**src/rtl/fetch_unit.sv**
```systemverilog
// Instruction fetch stage: drives the synchronous instruction memory, tracks the PC,
// absorbs one in-flight return in a skid buffer under stall and flushes on jump redirect.
module fetch_unit #(
    parameter int                    ADDR_WIDTH   = 16,
    parameter int                    INSN_WIDTH   = 32,
    parameter int                    OP_CODE_BITS = 6,
    parameter logic [ADDR_WIDTH-1:0] RESET_PC     = {ADDR_WIDTH{1'b0}}
) (
    input  logic                    clk,
    input  logic                    reset,
    output logic [ADDR_WIDTH-1:0]   imem_addr,
    output logic                    imem_rd_en,
    input  logic [INSN_WIDTH-1:0]   imem_rdata,
    input  logic                    stall,
    input  logic                    redirect,
    input  logic [ADDR_WIDTH-1:0]   redirect_pc,
    output logic                    if_valid,
    output logic [ADDR_WIDTH-1:0]   if_pc,
    output logic [INSN_WIDTH-1:0]   if_instruction,
    output logic [OP_CODE_BITS-1:0] if_opcode
);

    typedef enum logic [1:0] {
        ST_RUN   = 2'd0,
        ST_HOLD  = 2'd1,
        ST_REDIR = 2'd2
    } state_t;

    state_t                  r_state;
    logic [ADDR_WIDTH-1:0]   r_pc;
    logic                    r_req_valid;
    logic [ADDR_WIDTH-1:0]   r_req_pc;
    logic                    r_skid_valid;
    logic [ADDR_WIDTH-1:0]   r_skid_pc;
    logic [INSN_WIDTH-1:0]   r_skid_insn;
    logic                    r_if_valid;
    logic [ADDR_WIDTH-1:0]   r_if_pc;
    logic [INSN_WIDTH-1:0]   r_if_insn;
    logic                    w_rd_en;

    // No read is issued while stalled, so at most one return can land in the skid.
    assign w_rd_en        = ~reset & ~stall & ~redirect;
    assign imem_rd_en     = w_rd_en;
    assign imem_addr      = r_pc;
    assign if_valid       = r_if_valid;
    assign if_pc          = r_if_pc;
    assign if_instruction = r_if_insn;
    assign if_opcode      = r_if_insn[INSN_WIDTH-1 -: OP_CODE_BITS];

    // PC, outstanding-read tracking, skid buffer and decode-facing output registers.
    always_ff @(posedge clk) begin
        if (reset) begin
            r_pc         <= RESET_PC;
            r_req_valid  <= 1'b0;
            r_req_pc     <= {ADDR_WIDTH{1'b0}};
            r_skid_valid <= 1'b0;
            r_skid_pc    <= {ADDR_WIDTH{1'b0}};
            r_skid_insn  <= {INSN_WIDTH{1'b0}};
            r_if_valid   <= 1'b0;
            r_if_pc      <= {ADDR_WIDTH{1'b0}};
            r_if_insn    <= {INSN_WIDTH{1'b0}};
        end else begin
            r_req_valid <= w_rd_en;
            r_req_pc    <= r_pc;
            if (redirect) begin
                r_pc <= redirect_pc;
            end else if (w_rd_en) begin
                r_pc <= r_pc + ADDR_WIDTH'(1);
            end else begin
                r_pc <= r_pc;
            end

            if (redirect) begin
                r_if_valid   <= 1'b0;
                r_if_insn    <= {INSN_WIDTH{1'b0}};
                r_skid_valid <= 1'b0;
            end else if (stall) begin
                if (r_req_valid && !r_skid_valid) begin
                    r_skid_insn  <= imem_rdata;
                    r_skid_pc    <= r_req_pc;
                    r_skid_valid <= 1'b1;
                end
            end else if (r_skid_valid) begin
                r_if_valid   <= 1'b1;
                r_if_pc      <= r_skid_pc;
                r_if_insn    <= r_skid_insn;
                r_skid_valid <= 1'b0;
            end else if (r_req_valid) begin
                r_if_valid <= 1'b1;
                r_if_pc    <= r_req_pc;
                r_if_insn  <= imem_rdata;
            end else begin
                r_if_valid <= 1'b0;
                r_if_insn  <= {INSN_WIDTH{1'b0}};
            end
        end
    end

    // Fetch control state: skid occupancy and pending redirect target.
    always_ff @(posedge clk) begin
        if (reset) begin
            r_state <= ST_RUN;
        end else begin
            case (r_state)
                ST_RUN: begin
                    if (redirect)                 r_state <= ST_REDIR;
                    else if (stall && r_req_valid) r_state <= ST_HOLD;
                    else                          r_state <= ST_RUN;
                end
                ST_HOLD: begin
                    if (redirect)    r_state <= ST_REDIR;
                    else if (!stall) r_state <= ST_RUN;
                    else             r_state <= ST_HOLD;
                end
                ST_REDIR: begin
                    if (redirect)    r_state <= ST_REDIR;
                    else if (!stall) r_state <= ST_RUN;
                    else             r_state <= ST_REDIR;
                end
                default: r_state <= ST_RUN;
            endcase
        end
    end

endmodule

```
**config.mk**
```make
export PLATFORM = sky130hd
export DESIGN_NAME = fetch_unit
export DESIGN_NICKNAME = d
export VERILOG_FILES = /design/src/rtl/fetch_unit.sv
export SDC_FILE = /design/constraint.sdc
export NUM_CORES = 1
export LEC_CHECK = 0
export BUFFER_PORTS_ARGS = -buffer_cell sky130_fd_sc_hd__buf_4
export CAP_MARGIN = 40
export CORE_MARGIN = 2
export CORE_UTILIZATION = 45
export CTS_BUF_LIST = sky130_fd_sc_hd__clkbuf_16
export DETAILED_ROUTE_END_ITERATION = 10
export MAX_ROUTING_LAYER = met4
export PLACE_DENSITY = 0.69
export SYNTH_ARGS = -nofsm -noshare
export SYNTH_HDL_FRONTEND = slang
export SYNTH_SLANG_ARGS = --single-unit
```
**constraint.sdc**
```tcl
create_clock -name clk -period 2.7 [get_ports clk]
set_input_delay 0.54 -clock clk [delete_from_list [all_inputs] [get_ports clk]]
set_output_delay 0.54 -clock clk [all_outputs]
set_load 0.01 [all_outputs]
```
==> results.py, run 1 <==
metrics = {
    "critical_path": {
        "cpLargestDelayFamily": "buffers and inverters",
        "crit_chain": "buf_4 > inv_2 > nand2_1 > nor2_1 > buf_4",
        "cp_num_cells": 5,
        "r2r-end": "r_skid_pc[15]$_SDFFE_PP0P_",
        "arrival_ps": 1350,
        "r2r_start": "r_req_valid$_SDFF_PP0_",
        "crit_start": "redirect",
        "r2r_cells": 4,
        "cpMostUsedCell": "buf_4",
        "cpMaxStageDelayCell": "nor2_1",
        "cp_num_buf_inv": 3,
        "crit_fanout": 13,
        "worstSetupPathType": "input port to output port",
        "endpoint": "imem_rd_en",
        "r2r_slack_ps": 850,
        "endpoint_kind": "output port",
        "crit_path_max_incr_delay_ps": 200,
        "cp-start-kind": "input port",
        "required_ps": 2160,
    },
    "global_route": {
        "grt_pass1_vias": 4460,
        "grt_pass1_wl_um": 21800,
        "grt-ovfl-total": 0,
        "antenna_found_initial": 0,
        "grt_max_degree": 67,
        "grt_usage": 0.219,
    },
    "power_and_ir_drop": {
        "p_sw_mw": 1.01,
        "max-vdd-ir-drop_mv": 0.445,
        "seqPwrFrac": 0.427,
        "p_leak_nw": 2.56,
        "power_density_mw_per_mm2": 687,
        "p_sw_frac": 0.214,
        "clock_power_share": 0.508,
        "p_comb_frac": 0.064,
        "internal_power_mw": 3.73,
    },
    "timing": {
        "finalHoldViolCount": 0,
        "finalSetupTns_ps": 0,
        "max_slew.worst_pin.slew_ps": 576,
        "fin_crit_sh": 0.699,
        "rsz0062_at_grt": "no",
        "drv_slew": 0,
        "setup_viol": 0,
        "min_period_ps": 1890,
        "finalClockSkew_ps": 8.47,
        "slew-limit-headroom": 0.615,
        "fmax_mhz": 530,
    },
    "final_layout": {
        "fillers": 1000,
        "drive_gt1_frac": 0.224,
        "register_area_sq_mm": 0.00262,
        "antenna_cells": 0,
        "layoutNonFillerInstCount": 901,
        "layout.nets": 800,
        "final_common_cell": "nand2_1",
        "final_cell_mix": "140 x nand2_1, 134 x buf_4, 130 x dfxtp_1, 119 x a21oi_1, 64 x nor2_1",
        "synthToLayoutAreaGrowth_pct": 29.7,
        "multi_input_area_sq_mm": 0.00245,
    },
    "placed_design": {
        "dp_hpwl_um": 8780,
        "place.gp.congestion": 0.836,
        "port_buffers": 123,
        "dp.cells": 871,
    },
    "drt": {
        "drt_iter0_markers": 353,
        "dr.pass1.iters": 5,
        "viasPerCell": 5.29,
        "drc_errors": 0,
        "num_vias": 4764,
        "drtAntennaViolNets": 0,
        "wl_per_cell_um": 14.8,
        "wirelength_um": 13300,
    },
    "clock_tree": {
        "clock-sinks": 131,
        "clockBufferDepth": 2,
        "ctsResizeCount": 0,
        "clock-root-buffer": "clkbuf_16",
        "path_clk_slew_ps": 60,
        "hold_buffers": 0,
        "post-cts-setup-buffers": 0,
        "ctsHtreeMaxLevel": 4,
        "cts_tree": "yes",
        "cts_buffers": 17,
        "clock_latency_ps": 410,
    },
    "synthesis": {
        "ys_types": 38,
        "syn_nets": 703,
        "async_flop_share": 0,
        "avgSynthCellArea_sq_um": 8.20,
        "ys_warn_count": 0,
        "seq_area_frac_synth": 0.492,
        "synth_area_sq_mm": 0.00533,
        "syn_inst": 650,
        "synthFlopType": "dfxtp_1",
        "synth_edf_count": 0,
        "ys_seq_elements": 131,
    },
    "floorplan": {
        "io_pins": 124,
        "start_util": 0.465,
        "die_w_um": 113,
        "design.core.area_sq_mm": 0.0115,
        "die_y_um": 113,
        "fp-row-count": 39,
        "die_area_sq_mm": 0.0127,
    },
    "run_status": {
        "status": "complete, no violations",
    },
    "worst_hold_path": {
        "hp-start": "imem_rdata[15]",
        "worstHoldPathType": "input port to flop",
    },
    "flow_run": {
        "cap_viol_max_count": 0,
    },
}
## Yosys cell counts (5+ instances only)
cell / count / share of area
nand2_1: 140 / 0.099
mux2i_1: 17 / 0.032
a21oi_1: 119 / 0.11
nand3b_1: 32 / 0.045
buf_4: 6 / 0.0085
nor2b_1: 17 / 0.020
buf_2: 15 / 0.014
xor2_1: 7 / 0.012
clkbuf_1: 36 / 0.025
a211oi_1: 22 / 0.031
dfxtp_1: 131 / 0.49
xnor2_1: 5 / 0.0082
nor2_1: 64 / 0.045
## worst min-delay path by stage
stage | cells past startpoint | to | slack (ps)
2_1_floorplan | 2 | r_skid_pc[0]$_SDFFE_PP0P_ | 430
3_3_place_gp | 2 | r_skid_pc[13]$_SDFFE_PP0P_ | 440
3_5_place_dp | 2 | r_skid_pc[6]$_SDFFE_PP0P_ | 450
4_1_cts | 3 | imem_addr[1]$_SDFFE_PP0P_ | 370
5_1_grt | 3 | r_skid_insn[2]$_SDFFE_PP0P_ | 380
6_report | 3 | r_skid_insn[15]$_SDFFE_PP0P_ | 380
## cells by family after synthesis
| group | share of synthesized area |
|---|---|
| muxes | 0.0319 |
| buffers and inverters | 0.0493 |
| AOI/OAI and AO/OA | 0.154 |
| DFF | 0.492 |
| adders and majority gates | 0.00235 |
| xor gates and xnor gates | 0.0197 |
| and+or+nand+nor | 0.251 |
## state kept, by name (all words and copies together) (netlist names)
register and cells:
r_skid_insn 32, r_req_valid 1, if_valid 1, r_skid_pc 16, if_pc 16, r_req_pc 16, r_skid_valid 1, if_instruction 32
imem_addr 16
## worst min-delay path, cell delays in order
cell     delay, ps
buf_4          110
nand2_1         50
a21oi_1         50
## power groups by stage
| stage | Sequential (mW) | Clock (mW) | Combinational, mW |
|---|---|---|---|
| CTS | 2.03 | 2.45 | 0.307 |
| global placement | 2.07 | 0 | 0.296 |
| floorplan | 2.06 | 0 | 0.150 |
| finish | 2.03 | 2.41 | 0.306 |
| global route | 2.03 | 2.55 | 0.335 |
| detailed placement | 2.07 | 0 | 0.305 |
## metal layers
layer | routed length, um | vias to the layer above | track usage
met5 | 0 | - | -
met1 | 5850 | 2197 | 0.270
li1 | - | 2384 | -
met2 | 6410 | 155 | 0.338
met4 | 317 | 0 | 0.0935
met3 | 751 | 28 | 0.0616
## stage by stage
stage | setup WS [ps] | area, sq um | power, mW | utilization | hold slack [ps]
3_3_place_gp | 792 | 6270 | 2.36 | 0.547 | 436
2_1_floorplan | 970 | 5330 | 2.21 | - | 431
6_report | 813 | 6910 | 4.75 | 0.603 | 376
3_5_place_dp | 764 | 6290 | 2.38 | 0.549 | 446
5_1_grt | 676 | 6910 | 4.92 | 0.603 | 377
4_1_cts | 809 | 6910 | 4.78 | 0.603 | 366
## final cells by class
| type | count | area share |
|---|---|---|
| Clock buffer | 17 | 0.0615 |
| Multi-Input combinational cell | 460 | 0.355 |
| Inverter | 2 | 0.00109 |
| Timing Repair Buffer | 135 | 0.150 |
| Tap cell | 143 | 0.0259 |
| Clock inverter | 13 | 0.0279 |
| Sequential cell | 131 | 0.380 |
No activity file was read; power rests on OpenSTA's default activity.
==> inputs of run 2 (changes only) <==
--- a/config.mk
+++ b/config.mk
@@ -12,7 +12,7 @@
 export CTS_BUF_LIST = sky130_fd_sc_hd__clkbuf_16
 export DETAILED_ROUTE_END_ITERATION = 10
 export MAX_ROUTING_LAYER = met4
-export PLACE_DENSITY = 0.69
+export PLACE_DENSITY = 0.71
 export SYNTH_ARGS = -nofsm -noshare
 export SYNTH_HDL_FRONTEND = slang
 export SYNTH_SLANG_ARGS = --single-unit
==> constraint.sdc (replaced) <==
create_clock -name clk -period 1.6 [get_ports clk]
set_input_delay 0.32 -clock clk [delete_from_list [all_inputs] [get_ports clk]]
set_output_delay 0.32 -clock clk [all_outputs]
set_load 0.01 [all_outputs]
==> run 2 against run 1 <==
Compared with the run above: combinational power is 92% higher; final cell count is 2.4% higher; utilization is 1.4 points higher; critical endpoint is now imem_addr[10]$_SDFFE_PP0P_; highest routed layer unchanged.
==> results.py, run 2 (synthesis results as in run 1) <==
metrics = {
    "placed_design": {
        "dp_hpwl_um": 9020,
        "place.gp.congestion": 0.886,
        "placed_cell_area_sq_mm": 0.00650,
        "port_buffers": 123,
    },
    "critical_path": {
        "arrival_ps": 1880,
        "crit_chain": "ha_1 > nand4b_1 > or3_1 > xor2_1 > a211oi_2",
        "cp-start-kind": "flop",
        "r2r_start": "imem_addr[0]$_SDFFE_PP0P_",
        "r2r_slack_ps": 60,
        "crit_fanout": 3,
        "cpMaxStageDelayCell": "or3_1",
        "worstSetupPathType": "flop to flop",
        "r2r-end": "imem_addr[10]$_SDFFE_PP0P_",
        "crit_path_max_incr_delay_ps": 410,
        "crit_start": "imem_addr[0]$_SDFFE_PP0P_",
        "endpoint": "imem_addr[10]$_SDFFE_PP0P_",
        "endpoint_kind": "flop",
        "r2r_cells": 5,
        "required_ps": 1940,
    },
    "floorplan": {
        "fp-row-count": 39,
        "die_w_um": 113,
        "die_area_sq_mm": 0.0127,
        "design.core.area_sq_mm": 0.0115,
        "start_util": 0.465,
        "io_pins": 124,
        "die_y_um": 113,
    },
    "drt": {
        "dr.pass1.iters": 4,
        "wl_per_cell_um": 14.6,
        "wirelength_um": 13500,
        "drtAntennaViolNets": 0,
        "viasPerCell": 5.18,
        "num_vias": 4782,
        "drt_iter0_markers": 215,
        "drc_errors": 0,
    },
    "power_and_ir_drop": {
        "p_leak_nw": 2.66,
        "power_density_mw_per_mm2": 1060,
        "max-vdd-ir-drop_mv": 0.639,
        "power_mw": 7.52,
    },
    "timing": {
        "drv_slew": 0,
        "fmax_mhz": 649,
        "finalHoldViolCount": 0,
        "finalClockSkew_ps": 10.1,
        "max_slew.worst_pin.slew_ps": 423,
        "rsz0062_at_grt": "no",
        "setup_viol": 0,
        "min_period_ps": 1540,
        "fin_crit_sh": 0.963,
        "finalSetupTns_ps": 0,
        "slew-limit-headroom": 0.718,
    },
    "final_layout": {
        "synthToLayoutAreaGrowth_pct": 32.6,
        "fillers": 982,
        "multi_input_area_sq_mm": 0.00247,
        "finalInstanceArea_sq_mm": 0.00707,
        "antenna_cells": 0,
        "final_common_cell": "buf_4",
        "drive_gt1_frac": 0.246,
        "register_area_sq_mm": 0.00262,
        "final_cell_mix": "150 x buf_4, 140 x nand2_1, 130 x dfxtp_1, 119 x a21oi_1, 64 x nor2_1",
        "layout.nets": 821,
    },
    "clock_tree": {
        "cts_tree": "yes",
        "clock-sinks": 131,
        "clockBufferDepth": 2,
        "ctsHtreeMaxLevel": 4,
        "clock-root-buffer": "clkbuf_16",
        "cts_buffers": 17,
        "clock_latency_ps": 410,
        "path_clk_slew_ps": 60,
    },
    "global_route": {
        "grt-ovfl-total": 0,
        "grt_pass1_wl_um": 21900,
        "grt_usage": 0.219,
        "grt_max_degree": 95,
        "grt_pass1_vias": 4538,
        "antenna_found_initial": 0,
    },
    "worst_hold_path": {
        "worstHoldPathType": "input port to flop",
    },
    "run_status": {
        "status": "complete, no violations",
    },
    "flow_run": {
        "cap_viol_max_count": 0,
    },
}
-- run 2: changes by cell type in the layout (fill, tap and decap cells not counted), sizes merged --
cell / previous run / this run
clkinvlp: 1 / 3
inv: 3 / 6
bufinv: 5 / 1
buf: 135 / 156
-- run 2: per-stage QoR --
stage / hold WS, ps / util / instances / setup WS (ps)
CTS: 142 / 0.614 / 922 / 47.0
global route: 152 / 0.616 / 923 / 5.16
floorplan: 431 / - / 650 / 8.46
global placement: 437 / 0.567 / 891 / 82.0
finish: 155 / 0.616 / 923 / 58.5
detailed placement: 445 / 0.567 / 891 / 62.6
-- run 2: critical path: cells and delay by family (launching register included) --
family / cells / cell delay (ps)
AOI/OAI and AO/OA: 1 / 190
xor gates and xnor gates: 1 / 160
adders and majority gates: 1 / 180
and+or+nand+nor: 2 / 590
DFF: 1 / 360
-- run 2: area by class of cell --
class                      instances  area share
clock inverter                    14      0.0166
clock buffer                      17      0.0602
multi-input combinational        460       0.349
timing repair buffer             156       0.176
inverter                           2     0.00106
tap                              143      0.0253
sequential                       131       0.371
-- run 2: what timing repair did --
item,in CTS,in global routing
hold buffers,0,0
endpoints found under the hold margin,0,0
endpoints found under the setup margin,0,1
gates resized for setup,0,2
setup buffers,0,1
-- run 2: metal layers --
metal,part of all wire,global-route usage,vias to the layer above
met5,0,-,-
met4,0.010,0.0650,0
met3,0.047,0.0600,11
met2,0.50,0.348,111
met1,0.45,0.273,2239
li1,-,-,2421
-- run 2: where the power goes --
| group | leakage [nW] | switching, mW | internal (mW) |
|---|---|---|---|
| logic | 1.33 | 0.307 | 0.280 |
| registers | 1.06 | 0.0573 | 3.34 |
| clock network | 0.266 | 1.42 | 2.12 |
| total | 2.66 | 1.79 | 5.73 |
-- run 2: worst min-delay path by stage --
stage                                 startpoint                           end  slack, ps  cells past startpoint
after floorplan           r_req_pc[0]$_SDFF_PP0_     r_skid_pc[0]$_SDFFE_PP0P_        430                      2
after global placement    r_req_pc[9]$_SDFF_PP0_     r_skid_pc[9]$_SDFFE_PP0P_        440                      2
after detailed placement  r_req_pc[4]$_SDFF_PP0_     r_skid_pc[4]$_SDFFE_PP0P_        450                      2
after CTS                         redirect_pc[1]     imem_addr[1]$_SDFFE_PP0P_        140                      3
after global routing              imem_rdata[26]  r_skid_insn[26]$_SDFFE_PP0P_        150                      3
final                             redirect_pc[1]     imem_addr[1]$_SDFFE_PP0P_        150                      3
==> inputs of run 3 (changes only) <==
--- a/config.mk
+++ b/config.mk
@@ -7,6 +7,7 @@
 export LEC_CHECK = 0
 export BUFFER_PORTS_ARGS = -buffer_cell sky130_fd_sc_hd__buf_4
 export CAP_MARGIN = 40
+export CORE_ASPECT_RATIO = 1.2
 export CORE_MARGIN = 2
 export CORE_UTILIZATION = 45
 export CTS_BUF_LIST = sky130_fd_sc_hd__clkbuf_16
==> run 3 against run 2 <==
Compared with the run above: via count increased by 0.65%; non-clock buffer count decreased by 2; sequential share of layout area decreased by 0.12 points; global-route usage about the same; first-iteration DRC count decreased by 4.2%; sequential power about the same; critical path depth decreased by 1; utilization decreased by 0.34 points; register-to-register slack improved by 20 ps; final cell count increased by 1.4%; final area increased by 0.32%; clock power increased by 6.5%.
==> results.py, run 3 (synthesis results as in run 1) <==
metrics = {
    "run_status": {
        "status": "complete, no violations",
    },
    "timing": {
        "fin_crit_sh": 0.951,
        "drv_slew": 0,
        "finalHoldViolCount": 0,
        "max_slew.worst_pin.slew_ps": 428,
        "setup_viol": 0,
        "finalSetupTns_ps": 0,
        "min_period_ps": 1520,
        "rsz0062_at_grt": "no",
        "fmax_mhz": 657,
        "slew-limit-headroom": 0.714,
        "finalClockSkew_ps": 8.23,
        "worst_slack_ps": 78.0,
    },
    "drt": {
        "dr.pass1.iters": 5,
        "wl_per_cell_um": 14.3,
        "wirelength_um": 13400,
        "drc_errors": 0,
        "viasPerCell": 5.14,
        "num_vias": 4813,
        "top_layer": "met4",
        "drt-met1-wl_um": 5680,
        "wl_met3_um": 617,
        "drtAntennaViolNets": 0,
        "wl_met2_um": 6950,
        "drt_iter0_markers": 206,
    },
    "clock_tree": {
        "cts_tree": "yes",
        "clock-root-buffer": "clkbuf_16",
        "clock_latency_ps": 410,
        "clockBufferDepth": 2,
        "clock-sinks": 131,
        "ctsResizeCount": 0,
        "path_clk_slew_ps": 60,
        "post-cts-setup-buffers": 0,
        "cts_buffers": 17,
        "ctsHtreeMaxLevel": 4,
        "hold_buffers": 0,
    },
    "floorplan": {
        "fp-row-count": 43,
        "die_y_um": 123,
        "die_w_um": 103,
        "design.core.area_sq_mm": 0.0116,
        "io_pins": 124,
        "start_util": 0.461,
        "die_area_sq_mm": 0.0127,
    },
    "power_and_ir_drop": {
        "power_mw": 7.74,
        "max-vdd-ir-drop_mv": 0.603,
        "p_leak_nw": 2.65,
        "power_density_mw_per_mm2": 1090,
    },
    "final_layout": {
        "synthToLayoutAreaGrowth_pct": 33.0,
        "fillers": 1005,
        "layout.nets": 819,
        "drive_gt1_frac": 0.248,
        "antenna_cells": 0,
        "final_common_cell": "buf_4",
        "final_cell_mix": "148 x buf_4, 140 x nand2_1, 130 x dfxtp_1, 119 x a21oi_1, 64 x nor2_1",
    },
    "critical_path": {
        "r2r_start": "imem_addr[3]$_SDFFE_PP0P_",
        "r2r-end": "imem_addr[15]$_SDFFE_PP0P_",
        "crit_start": "imem_addr[3]$_SDFFE_PP0P_",
        "r2r_cells": 4,
        "worstSetupPathType": "flop to flop",
        "cp-start-kind": "flop",
        "required_ps": 1890,
        "r2r_slack_ps": 80,
        "endpoint_kind": "flop",
        "arrival_ps": 1810,
        "crit_fanout": 6,
    },
    "placed_design": {
        "place_worst_setup_slack_ps": 49.3,
        "dp_hpwl_um": 9020,
        "place.gp.congestion": 0.860,
        "port_buffers": 123,
    },
    "global_route": {
        "grt_usage": 0.219,
        "grt-ovfl-total": 0,
        "grt_max_degree": 95,
        "antenna_found_initial": 0,
        "grt_pass1_wl_um": 21500,
        "grt_pass1_vias": 4607,
    },
    "worst_hold_path": {
        "hold_depth": 3,
        "worstHoldPathType": "input port to flop",
        "worst_hold_path.endpoint": "imem_addr[1]$_SDFFE_PP0P_",
        "hp-start": "redirect_pc[1]",
    },
    "flow_run": {
        "cap_viol_max_count": 0,
    },
}
==> run 3: cell types whose count changed in the layout (fill, tap and decap cells not counted), sizes merged <==
cell      delta
clkinv       +2
buf          -2
inv          -1
bufinv       +1
clkinvlp     -1
==> run 3: how the worst max path moves through the flow <==
stage / depth (start not counted) / slack (ps) / end
floorplan: 5 / 8 / imem_addr[10]$_SDFFE_PP0P_
global placement: 6 / 100 / if_instruction[2]$_SDFFE_PP0N_
detailed placement: 6 / 50 / if_instruction[10]$_SDFFE_PP0N_
CTS: 4 / 100 / imem_addr[10]$_SDFFE_PP0P_
global route: 4 / 3 / imem_addr[10]$_SDFFE_PP0P_
finish: 4 / 80 / imem_addr[15]$_SDFFE_PP0P_
==> run 3: final cells by class <==
| type | instances | area [sq um] | area share |
|---|---|---|---|
| clock buffers | 17 | 425 | 0.0600 |
| clock inverters | 15 | 155 | 0.0219 |
| inverters | 2 | 7.51 | 0.00106 |
| multi-input cells | 460 | 2450 | 0.346 |
| flip-flops and latches | 131 | 2620 | 0.370 |
| well taps | 157 | 196 | 0.0277 |
| repair buffers | 154 | 1230 | 0.174 |
==> run 3: power breakdown <==
part	internal, mW	switching (mW)	total (mW)	leakage (nW)
Combinational	0.277	0.305	0.582	1.31
Sequential	3.34	0.0521	3.39	1.06
Clock	2.30	1.47	3.77	0.281
Total	5.91	1.82	7.74	2.65
==> run 3: metal layers <==
layer,global-route usage,vias up
li1,-,2420
met1,0.263,2272
met2,0.360,109
met3,0.0582,12
met4,0.0633,0
met5,-,-
==> run 3: metrics by stage <==
stage          std cells  hold WS (ps)   util  cell area (sq um)
2_1_floorplan        650           431      -               5330
3_3_place_gp         904           437  0.563               6510
3_5_place_dp         904           444  0.563               6510
4_1_cts              936           144  0.613               7090
5_1_grt              936           159  0.613               7090
6_report             936           149  0.613               7090
==> run 3: critical path, cell delays in order (launching register included) <==
cell and delay [ps]:
dfxtp_1 430, and4_1 280, nand3_1 120, o31a_1 290
o311a_1 280
